$ cat src/rtl/bjp_stat_pkg.sv
// Shared definitions for the branch/jump prediction statistics block:
// class encodings, controller states and default widths.
package bjp_stat_pkg;

  localparam int unsigned BJP_CNT_W   = 32;
  localparam int unsigned BJP_NUM_CLS = 9;
  localparam int unsigned BJP_CLS_W   = 4;

  typedef enum logic [BJP_CLS_W-1:0] {
    BJP_CLS_BEQ  = 4'd0,
    BJP_CLS_BNE  = 4'd1,
    BJP_CLS_BLT  = 4'd2,
    BJP_CLS_BGE  = 4'd3,
    BJP_CLS_BLTU = 4'd4,
    BJP_CLS_BGEU = 4'd5,
    BJP_CLS_BEQZ = 4'd6,
    BJP_CLS_BNEZ = 4'd7,
    BJP_CLS_RET  = 4'd8
  } bjp_cls_e;

  typedef enum logic [1:0] {
    StIdle = 2'd0,
    StDump = 2'd1,
    StDone = 2'd2
  } bjp_state_e;

endpackage

$ cat src/rtl/bjp_cnt_bank.sv
// Bank of per-class saturating total/miss counter pairs with one increment port,
// a synchronous clear and one combinational read port.
module bjp_cnt_bank
  import bjp_stat_pkg::*;
#(
  parameter int unsigned CNT_W   = BJP_CNT_W,
  parameter int unsigned NUM_CLS = BJP_NUM_CLS,
  parameter int unsigned CLS_W   = BJP_CLS_W
) (
  input  logic             i_clk,
  input  logic             i_rst_n,
  input  logic             i_clr,
  input  logic [CLS_W-1:0] i_cls,
  input  logic             i_inc_total,
  input  logic             i_inc_miss,
  input  logic [CLS_W-1:0] i_rd_cls,
  output logic [CNT_W-1:0] o_rd_total,
  output logic [CNT_W-1:0] o_rd_miss
);

  localparam logic [CNT_W-1:0] CntMax = '1;

  logic [CNT_W-1:0] r_total [NUM_CLS];
  logic [CNT_W-1:0] r_miss  [NUM_CLS];

  // Both counters saturate independently; since miss only moves with total,
  // miss <= total holds even once total has pinned at CntMax.
  always_ff @(posedge i_clk) begin
    if (!i_rst_n || i_clr) begin
      for (int i = 0; i < NUM_CLS; i++) begin
        r_total[i] <= '0;
        r_miss[i]  <= '0;
      end
    end else if (i_inc_total) begin
      for (int i = 0; i < NUM_CLS; i++) begin
        if (i_cls == CLS_W'(i)) begin
          if (r_total[i] != CntMax) r_total[i] <= r_total[i] + CNT_W'(1);
          if (i_inc_miss && (r_miss[i] != CntMax)) r_miss[i] <= r_miss[i] + CNT_W'(1);
        end
      end
    end
  end

  always_comb begin
    o_rd_total = '0;
    o_rd_miss  = '0;
    for (int i = 0; i < NUM_CLS; i++) begin
      if (i_rd_cls == CLS_W'(i)) begin
        o_rd_total = r_total[i];
        o_rd_miss  = r_miss[i];
      end
    end
  end

endmodule

$ cat src/rtl/bjp_stat_ctrl.sv
// Branch statistics controller: gates commit-point events into the counter bank,
// tracks dropped events and sequences the per-class valid/ready readout.
module bjp_stat_ctrl
  import bjp_stat_pkg::*;
#(
  parameter int unsigned CNT_W   = BJP_CNT_W,
  parameter int unsigned NUM_CLS = BJP_NUM_CLS,
  parameter int unsigned CLS_W   = BJP_CLS_W
) (
  input  logic             clk,
  input  logic             rst_n,
  input  logic             evt_valid,
  input  logic [CLS_W-1:0] evt_cls,
  input  logic             evt_miss,
  input  logic             clr,
  input  logic             dump_start,
  output logic             dump_valid,
  input  logic             dump_ready,
  output logic [CLS_W-1:0] dump_idx,
  output logic [CNT_W-1:0] dump_total,
  output logic [CNT_W-1:0] dump_miss,
  output logic             dump_done,
  output logic             busy,
  output logic             evt_drop
);

  localparam logic [CLS_W-1:0] LastIdx = CLS_W'(NUM_CLS - 1);

  bjp_state_e       r_state;
  logic [CLS_W-1:0] r_idx;
  logic             r_valid;
  logic             r_done;
  logic             r_busy;
  logic             r_drop;

  logic w_idle;
  logic w_cls_ok;
  logic w_clr;
  logic w_inc;
  logic w_drop;

  assign w_idle   = (r_state == StIdle);
  assign w_cls_ok = (32'(evt_cls) < NUM_CLS);
  assign w_clr    = clr && w_idle;
  // A same-cycle clear takes priority over the event.
  assign w_inc    = evt_valid && w_idle && w_cls_ok && !clr;
  assign w_drop   = evt_valid && (!w_idle || !w_cls_ok);

  bjp_cnt_bank #(
    .CNT_W  (CNT_W),
    .NUM_CLS(NUM_CLS),
    .CLS_W  (CLS_W)
  ) u_bank (
    .i_clk      (clk),
    .i_rst_n    (rst_n),
    .i_clr      (w_clr),
    .i_cls      (evt_cls),
    .i_inc_total(w_inc),
    .i_inc_miss (w_inc && evt_miss),
    .i_rd_cls   (r_idx),
    .o_rd_total (dump_total),
    .o_rd_miss  (dump_miss)
  );

  always_ff @(posedge clk) begin
    if (!rst_n) begin
      r_state <= StIdle;
      r_idx   <= '0;
      r_valid <= 1'b0;
      r_done  <= 1'b0;
      r_busy  <= 1'b0;
      r_drop  <= 1'b0;
    end else begin
      if (w_clr) begin
        r_drop <= 1'b0;
      end else if (w_drop) begin
        r_drop <= 1'b1;
      end
      unique case (r_state)
        StIdle: begin
          if (dump_start) begin
            r_state <= StDump;
            r_valid <= 1'b1;
            r_busy  <= 1'b1;
            r_idx   <= '0;
          end
        end
        StDump: begin
          if (dump_ready) begin
            if (r_idx == LastIdx) begin
              r_state <= StDone;
              r_valid <= 1'b0;
              r_done  <= 1'b1;
            end else begin
              r_idx <= r_idx + CLS_W'(1);
            end
          end
        end
        StDone: begin
          r_state <= StIdle;
          r_done  <= 1'b0;
          r_busy  <= 1'b0;
          r_idx   <= '0;
        end
        default: r_state <= StIdle;
      endcase
    end
  end

  assign dump_valid = r_valid;
  assign dump_idx   = r_idx;
  assign dump_done  = r_done;
  assign busy       = r_busy;
  assign evt_drop   = r_drop;

endmodule
$ cat config.mk
export PLATFORM = sky130hd
export DESIGN_NAME = bjp_stat_ctrl
export DESIGN_NICKNAME = d
export VERILOG_FILES = /design/src/rtl/bjp_stat_pkg.sv /design/src/rtl/bjp_cnt_bank.sv /design/src/rtl/bjp_stat_ctrl.sv
export SDC_FILE = /design/constraint.sdc
export NUM_CORES = 1
export LEC_CHECK = 0
export ABC_CLOCK_PERIOD_IN_PS = 12700
export CORE_MARGIN = 4
export CORE_UTILIZATION = 62
export DETAILED_ROUTE_END_ITERATION = 6
export PLACE_DENSITY = 0.86
export SYNTH_ARGS = -nofsm -noshare
export SYNTH_HDL_FRONTEND = slang
export SYNTH_SLANG_ARGS = --single-unit
$ cat constraint.sdc
create_clock -name clk -period 12.7 [get_ports clk]
set_input_delay 1.27 -clock clk [delete_from_list [all_inputs] [get_ports clk]]
set_output_delay 1.27 -clock clk [all_outputs]
set_load 0.01 [all_outputs]
# After elaboration in Yosys (flattened, before gate mapping)
# Memories as Yosys holds them, arrays and structs flattened.
# Cells that the tools add are included.
# Widths: inputs -> output; s select.
# op_classes
order_cmp	1
n_mux	144
bitwise_logic	19
eq_ne	40
n_addsub	19
n_reduce_logical	34
# op_table
operator	n
$mux 32	36
$add 32x1->32 const B	18
$ne 32x32->1 const B	18
$mux 1	97
$eq 4x3->1 const B	8
$or 1x1->1	18
$eq 4x2->1 const B	4
$logic_and 1x1->1	15
$mux 4	3
$pmux 4 s3	1
$eq 4x1->1 const B	2
$eq 4x4->1 const B	2
$logic_not 4->1	2
$ne 2x2->1 const B	4
$reduce_and 4->1	2
$mux 2	3
$pmux 1 s2	3
$reduce_and 3->1	2
$reduce_bool 2->1	3
$add 4x1->4 const B	1
$logic_not 1->1	4
$lt 4x4->1 const B	1
$pmux 2 s2	1
$reduce_bool 3->1	1
7 further kinds	8
# totals
in_bits	11
reg_bits	10
n_memories	2
ramBits	576
# mem_list
memory	words	word_bits	read_ports	rd_ports_with_merged_regs	wr	line_no	rtl
u_bank.r_miss	9	32	9	0	9	bjp_cnt_bank.sv:24	logic [CNT_W-1:0] r_miss [NUM_CLS];
u_bank.r_total	9	32	9	0	9	bjp_cnt_bank.sv:23	logic [CNT_W-1:0] r_total [NUM_CLS];

# Longest topological paths before layout
# Gate-level depths: netlist of run 1.
# logic_depth
depth_word	12
mapped_depth	11
depth_no_buf	8

# Hierarchy
# A second synthesis of run 1 with hierarchy kept.
# hier_totals
hier_cells	3523
hier_area_um2	35524.1
# modules_own_cells
mod	area_each_um2	cells_per_inst	seq_area_each_um2	instances
bjp_cnt_bank	34984.8	3464	17296.6	1
bjp_stat_ctrl	539.3	59	200.2	1

# Least setup slack after synthesis of run 1
# No wires, ideal clock.
# synth_timing
kind	input port to flip-flop
from	in rst_n
to	mem u_bank.r_miss[2][32] (netlist name) (enable)
cell_stages	6
path_slack_ps	7469
arrival_ps	4761
setup_time_ps	470
cell_sequence	clkbuf_1 nor4b_2 and4_1 clkbuf_1 nand2_1 o31ai_1
# synth_lines
item	line_no	rtl
start: declaration	bjp_stat_ctrl.sv:11	input logic rst_n,
end: declaration	bjp_cnt_bank.sv:24	

# Worst setup path after layout of run 1
# layout_timing
from	reg r_idx[1] (netlist: dump_idx[1])
to	out dump_miss[0]
# layout_via
elab_chain_cells	10
elab_cells_between_ends	18
# layout_lines
item	line_no	rtl
start: declaration	bjp_stat_ctrl.sv:30	logic [CLS_W-1:0] r_idx;
start signal: assignment	bjp_stat_ctrl.sv:95	r_idx <= r_idx + CLS_W'(1);
$logic_not 4->1	bjp_cnt_bank.sv:48	if (i_rd_cls == CLS_W'(i)) begin
$mux 32 (8 in a row)	bjp_cnt_bank.sv:48	
$mux 32 (*)	bjp_cnt_bank.sv:48	
end: declaration	bjp_stat_ctrl.sv:21	output logic [CNT_W-1:0] dump_miss,
# Mark *: on every way between the ends. The rest lies on a longest branch, timed or not.

==> run_results.csv, run 1 <==
group,metric,value,unit
status,status,"finished, final reports clean",
setup_path,r2r_end,"u_bank.r_miss[0][1]",
clocking,clkTransAtPathRegs,0.06,ns
grt,grt_pass1_wl,142000,um
pwr,power_leakage,12.1,nW
setup_path,worstPathMaxFanout,64,
timing,max_slew_margin,18.4,%
pwr,peakVddDrop,0.109,mV
clocking,numCtsBuffers,60,
synthesis,ys_seq_elements,586,
setup_path,cp-endpoint,"dump_miss[0]",
setup_path,reg2reg_depth,9,
timing,fin_hold_ws,0.506,ns
setup_path,cp-start-kind,"flip-flop",
detailed_routing,vias_per_cell,6.78,
finish,drive_gt1_share,4.78,%
timing,hold_viol_final,0,
synthesis,syn_nets,3586,
synthesis,synth_area_leader_cell,"edfxtp_1",
detailed_routing,post-route-drc-count,0,
timing,rsz0062_at_grt,"no",
die,die_w,247,um
timing,setup_ws,6.35,ns
synthesis,ys_warn_count,0,
timing,fin_crit_sh,50.0,%
setup_path,crit_required,11.43,ns
clocking,clockBufferDepth,3,
timing,period_needed,6.35,ns
timing,timing.fmax,158,MHz
synthesis,synth.area.top_cells,"edfxtp_1, xor2_1, a21oi_1",
clocking,cts_resized,0,
grt,grt_antenna_before_repair,1,
setup_path,worstPathArrival,5.08,ns
setup_path,timing.rr.start,"u_bank.r_miss[3][32]",
clocking,cts-root-buf,"clkbuf_16",
detailed_routing,dr.pass1.iters,6,
clocking,post-cts-setup-buffers,0,
grt,grt_max_degree,213,
detailed_routing,num_vias,29275,
timing,maxSlewViolCount,0,
pwr,powerDensity,118,mW/mm2
finish,nets,3544,
clocking,htree_levels,2,
synthesis,ys_async_sr_fraction,0,%
synthesis,netlist_area,0.0355,mm2
synthesis,synth_edf_count,576,
place,numPortBuffers,82,
pwr,total_power,0.00456,W
grt,grt-ovfl-total,0,
grt,grt_usage,28.5,%
synthesis,avgSynthCellArea,9.98,um2
timing,final.setup.tns,0,ns
detailed_routing,ant_nets,0,
die,die_h,247,um
setup_path,worstSetupEndpointType,"output pin",
synthesis,synth_top_area_share,48.8,%
place,dp_hpwl,59200,um
grt,grt_pass1_vias,26154,
timing,clock_skew,0.0241,ns
setup_path,crit_type,"flip-flop to output pin",
detailed_routing,drt_iter0_markers,4464,
setup_path,rrSetupSlack,7.61,ns
die,start_util,62.8,%
worst_hold_path,hold_path_class,"flip-flop to flip-flop",
die,dieArea,0.0611,mm2
clocking,tritoncts,"done",
finish,syn_to_final_growth,9.01,%
setup_path,cp-startpoint,"dump_idx[1]",
synthesis,ys.flop_type,"edfxtp_1",
die,core,0.0565,mm2
clocking,numClockSinks,586,
worst_hold_path,holdCritStartpoint,"dump_done",
clocking,cts_hold_buf,0,
clocking,clock_latency,0.63,ns
timing,worst_pin_slew,1.22,ns
synthesis,ys_seq_area_share,49.4,%
synthesis,synth_cell_type_count,53,
timing,setup_viol,0,
die,ioPinCount,83,
place,dp_slack,7.08,ns
synthesis,syn-instance-count,3553,
detailed_routing,postRouteWirelength,90100,um
place,place_congestion,0.914,
detailed_routing,wire_per_inst,20.9,um
flow_run,maxCapViolations,0,
die,num_rows,87,
-- cell usage in the layout, fill, tap and decap left out, drive strengths merged, types with 12 or more instances in the layout --
cell | netlist | final
o22ai | 65 | 65
ha | 22 | 22
nand4 | 129 | 129
clkdlybuf4s50 | 0 | 82
clkinv | 0 | 14
and3 | 82 | 82
nor3 | 41 | 41
nor2 | 261 | 261
o221ai | 64 | 64
xor2 | 349 | 349
a211oi | 65 | 65
a21oi | 559 | 559
a21boi | 23 | 23
nand3 | 213 | 213
nand2 | 283 | 283
nand2b | 12 | 12
o311ai | 64 | 64
xnor2 | 193 | 193
nor4 | 36 | 36
and4 | 66 | 66
a221oi | 64 | 64
edfxtp | 576 | 576
and2 | 22 | 22
clkbuf | 142 | 90
buf | 96 | 52
inv | 43 | 43
-- Yosys cell counts, drive strengths merged (3+ instances only) --
cell type	number
buf	96
nand2b	12
nor2b	7
nand2	283
nor2	261
nand3	213
a41oi	4
ha	22
xnor2	193
nor3b	3
or3	9
o22ai	65
a311oi	3
a21oi	559
or4b	3
dfxtp	10
xor2	349
or2	10
inv	43
nand4	129
and2	22
clkbuf	142
edfxtp	576
a221oi	64
o221ai	64
nor3	41
nor4b	6
nand3b	4
and3	82
a211oi	65
o311ai	64
and4	66
nor4	36
o21ai	9
a21boi	23
-- state kept, by name, summed over array words and instances (netlist names) --
signal / count
u_bank.r_total: 288
dump_valid: 1
busy: 1
u_bank.r_miss: 288
evt_drop: 1
r_state: 2
dump_idx: 4
dump_done: 1
-- power by group --
part	internal, W	switching (W)	leakage [nW]	total (W)
combinational	0.000151	0.000218	4.86	0.000369
sequential	0.00225	0.000153	6.33	0.00240
clock	0.00103	0.000753	0.949	0.00178
total	0.00343	0.00112	12.1	0.00456
-- final cells by class --
cell class	instances	area [um2]
diodes	1	2.50
clock buffers	90	1720
clock inverters	21	239
fillers	3917	17800
inverters	43	161
multi-input cells	2686	16900
flip-flops and latches	586	17500
well taps	756	946
repair buffers	134	1220
-- logic make-up after synthesis --
kind of cell    after synthesis  share of synthesized area (%)
simple gates               1193                           17.1
flops                       586                           49.4
compound gates              929                           16.1
fa+ha+maj                    22                          0.776
xor+xnor                    542                           13.4
buf+inv                     281                           3.25
-- per-layer routing --
| layer | track usage [%] | part of all wire [%] | vias up |
|---|---|---|---|
| met5 | 0 | 0 | - |
| met4 | 5.87 | 1.9 | 0 |
| met3 | 5.41 | 12 | 134 |
| met2 | 42.5 | 45 | 1759 |
| met1 | 43.8 | 41 | 14009 |
| li1 | - | - | 13373 |
-- worst min path at each step --
stage / endpoint / cells past startpoint
after floorplan: dump_done / 2
after CTS: dump_done / 2
after global placement: busy / 2
after global routing: busy / 2
after detailed placement: dump_done / 2
final: dump_done / 2
-- stage by stage --
step	cell area [um2]	util (%)	instances
2_1_floorplan	35500	-	3553
3_3_place_gp	36700	64.9	4205
3_5_place_dp	36700	64.9	4205
4_1_cts	38600	68.4	4316
5_1_grt	38600	68.4	4316
6_report	38600	68.4	4317
-- critical path, stage by stage (launching register included) --
cell	delay [ns]
dfxtp_1	0.53
inv_1	0.14
ha_1	0.32
nor4b_2	0.35
buf_4	0.62
a221oi_1	0.22
o311ai_0	0.52
o221ai_1	0.39
a211oi_1	0.68
clkdlybuf4s50_1	0.66
Power figures use the tool's default switching activity.
==> run 2, diff against run 1 <==
--- a/config.mk
+++ b/config.mk
@@ -5,11 +5,11 @@
 export SDC_FILE = /design/constraint.sdc
 export NUM_CORES = 1
 export LEC_CHECK = 0
-export ABC_CLOCK_PERIOD_IN_PS = 12700
+export ABC_CLOCK_PERIOD_IN_PS = 5200
 export CORE_MARGIN = 4
-export CORE_UTILIZATION = 62
+export CORE_UTILIZATION = 57
 export DETAILED_ROUTE_END_ITERATION = 6
-export PLACE_DENSITY = 0.86
+export PLACE_DENSITY = 0.83
 export SYNTH_ARGS = -nofsm -noshare
 export SYNTH_HDL_FRONTEND = slang
 export SYNTH_SLANG_ARGS = --single-unit
==> constraint.sdc (replaced) <==
create_clock -name clk -period 5.2 [get_ports clk]
set_input_delay 0.52 -clock clk [delete_from_list [all_inputs] [get_ports clk]]
set_output_delay 0.52 -clock clk [all_outputs]
set_load 0.01 [all_outputs]
==> run_results.csv, run 2 (synthesis results as in run 1) <==
group,metric,value,unit
status,status,"finished, final reports clean",
timing,maxSlewViolCount,0,
timing,clock_skew,0.0199,ns
finish,final_common_cell,"edfxtp_1",
clocking,htree_levels,2,
die,die_w,257,um
place,dp_hpwl,61500,um
flow_run,maxCapViolations,0,
timing,period_needed,5.04,ns
timing,fin_hold_ws,0.491,ns
finish,nets,3559,
grt,grt_max_degree,129,
grt,grt.met1_usage,40.0,%
timing,max_slew_margin,15.3,%
grt,grt_pass1_vias,26496,
finish,layout_common_cells,"edfxtp_1, a21oi_1, xor2_1",
grt,use_met2,39.1,%
place,numPortBuffers,82,
clocking,cts_hold_buf,0,
finish,antenna_cells,0,
grt,grt_pass1_wl,145000,um
die,ioPinCount,83,
clocking,clkTransAtPathRegs,0.06,ns
clocking,clockBufferDepth,3,
place,place_congestion,0.903,
detailed_routing,drt_iter0_markers,3645,
pwr,pwr-share-seq,54.4,%
detailed_routing,post-route-drc-count,0,
grt,grt-ovfl-total,0,
finish,drive_gt1_share,4.90,%
detailed_routing,vias_per_cell,6.57,
setup_path,worstSetupEndpointType,"output pin",
detailed_routing,postRouteWirelength,91000,um
pwr,sw_frac_of_total,25.1,%
timing,fin_crit_sh,96.9,%
pwr,powerDensity,278,mW/mm2
clocking,cts_resized,0,
pwr,p_sw,0.00271,W
die,start_util,57.6,%
die,core,0.0616,mm2
grt,top_usage_layer,"met1",
clocking,numCtsBuffers,60,
timing,setup_viol,0,
timing,timing.fmax,199,MHz
setup_path,rrSetupSlack,1.12,ns
clocking,tritoncts,"done",
pwr,p_int,0.00810,W
pwr,clkPwrFrac,37.3,%
die,num_rows,91,
grt,grt_antenna_before_repair,0,
finish,n_fill_cell,4638,
timing,worst_pin_slew,1.27,ns
pwr,peakVddDrop,0.274,mV
clocking,cts-root-buf,"clkbuf_16",
grt,grt_use_met3,6.43,%
setup_path,worstPathArrival,4.52,ns
clocking,numClockSinks,586,
die,dieArea,0.0662,mm2
die,die_h,257,um
clocking,post-cts-setup-buffers,0,
setup_path,worstPathMaxFanout,39,
clocking,clock_latency,0.64,ns
setup_path,cp-start-kind,"flip-flop",
pwr,pwr-share-comb,8.3,%
pwr,power_leakage,12.2,nW
setup_path,crit_required,4.68,ns
worst_hold_path,hold_path_class,"flip-flop to flip-flop",
timing,hold_viol_final,0,
detailed_routing,wire_per_inst,20.7,um
grt,grt_usage,26.5,%
detailed_routing,ant_nets,0,
detailed_routing,dr.pass1.iters,6,
finish,syn_to_final_growth,9.55,%
finish,final_core_util,63.0,%
setup_path,crit_type,"flip-flop to output pin",
detailed_routing,num_vias,28947,
==> run 2: cell type report <==
type / instances / area (um2) / share of cell area (%)
flip-flops and latches: 586 / 17500 / 45.1
multi-input cells: 2686 / 16900 / 43.4
clock buffers: 77 / 1590 / 4.09
repair buffers: 149 / 1500 / 3.87
well taps: 837 / 1050 / 2.70
clock inverters: 28 / 173 / 0.445
inverters: 43 / 161 / 0.416
==> run 2: path summary, 6_finish.rpt <==
path | end | cells past startpoint | start
min | busy | 2 | busy
min reg2reg | busy | 2 | busy
max reg2reg | u_bank.r_total[0][280] | 8 | u_bank.r_total[0][224]
max | dump_miss[13] | 9 | dump_idx[0]
==> run 2: power by group through the flow <==
stage / combinational, W / sequential [W] / clock, W
after global routing: 0.000961 / 0.00591 / 0.00427
after CTS: 0.000880 / 0.00586 / 0.00407
final: 0.000893 / 0.00588 / 0.00404
after detailed placement: 0.000874 / 0.00595 / 0
after global placement: 0.000854 / 0.00594 / 0
after floorplan: 0.000560 / 0.00584 / 0
==> run 2: stage by stage <==
| stage | setup WS (ns) | TNS (ns) | power (W) | std cells | instance area, um2 |
|---|---|---|---|---|---|
| 6_report | 0.163 | 0 | 0.0108 | 4406 | 38800 |
| 5_1_grt | -0.000863 | -0.000863 | 0.0111 | 4406 | 38800 |
| 4_1_cts | 0.0293 | 0 | 0.0108 | 4406 | 38800 |
| 3_5_place_dp | 0.763 | 0 | 0.00682 | 4301 | 37100 |
| 3_3_place_gp | 0.732 | 0 | 0.00679 | 4301 | 37100 |
| 2_1_floorplan | 0.719 | 0 | 0.00640 | 3553 | 35500 |
==> run 2: worst max-delay path, stage by stage, from the launching register on <==
cell             delay, ns
dfxtp_1               0.38
inv_1                 0.13
ha_1                  0.26
and2_2                0.66
buf_4                 0.40
a221oi_1              0.08
o311ai_0              0.60
o221ai_1              0.27
a211oi_1              0.45
clkdlybuf4s50_1       0.63
==> run 2: routing by layer <==
metal	vias up	part of all wire, %
met3	133	12
met5	-	0
met2	1614	44
li1	13384	-
met4	0	2.1
met1	13816	42
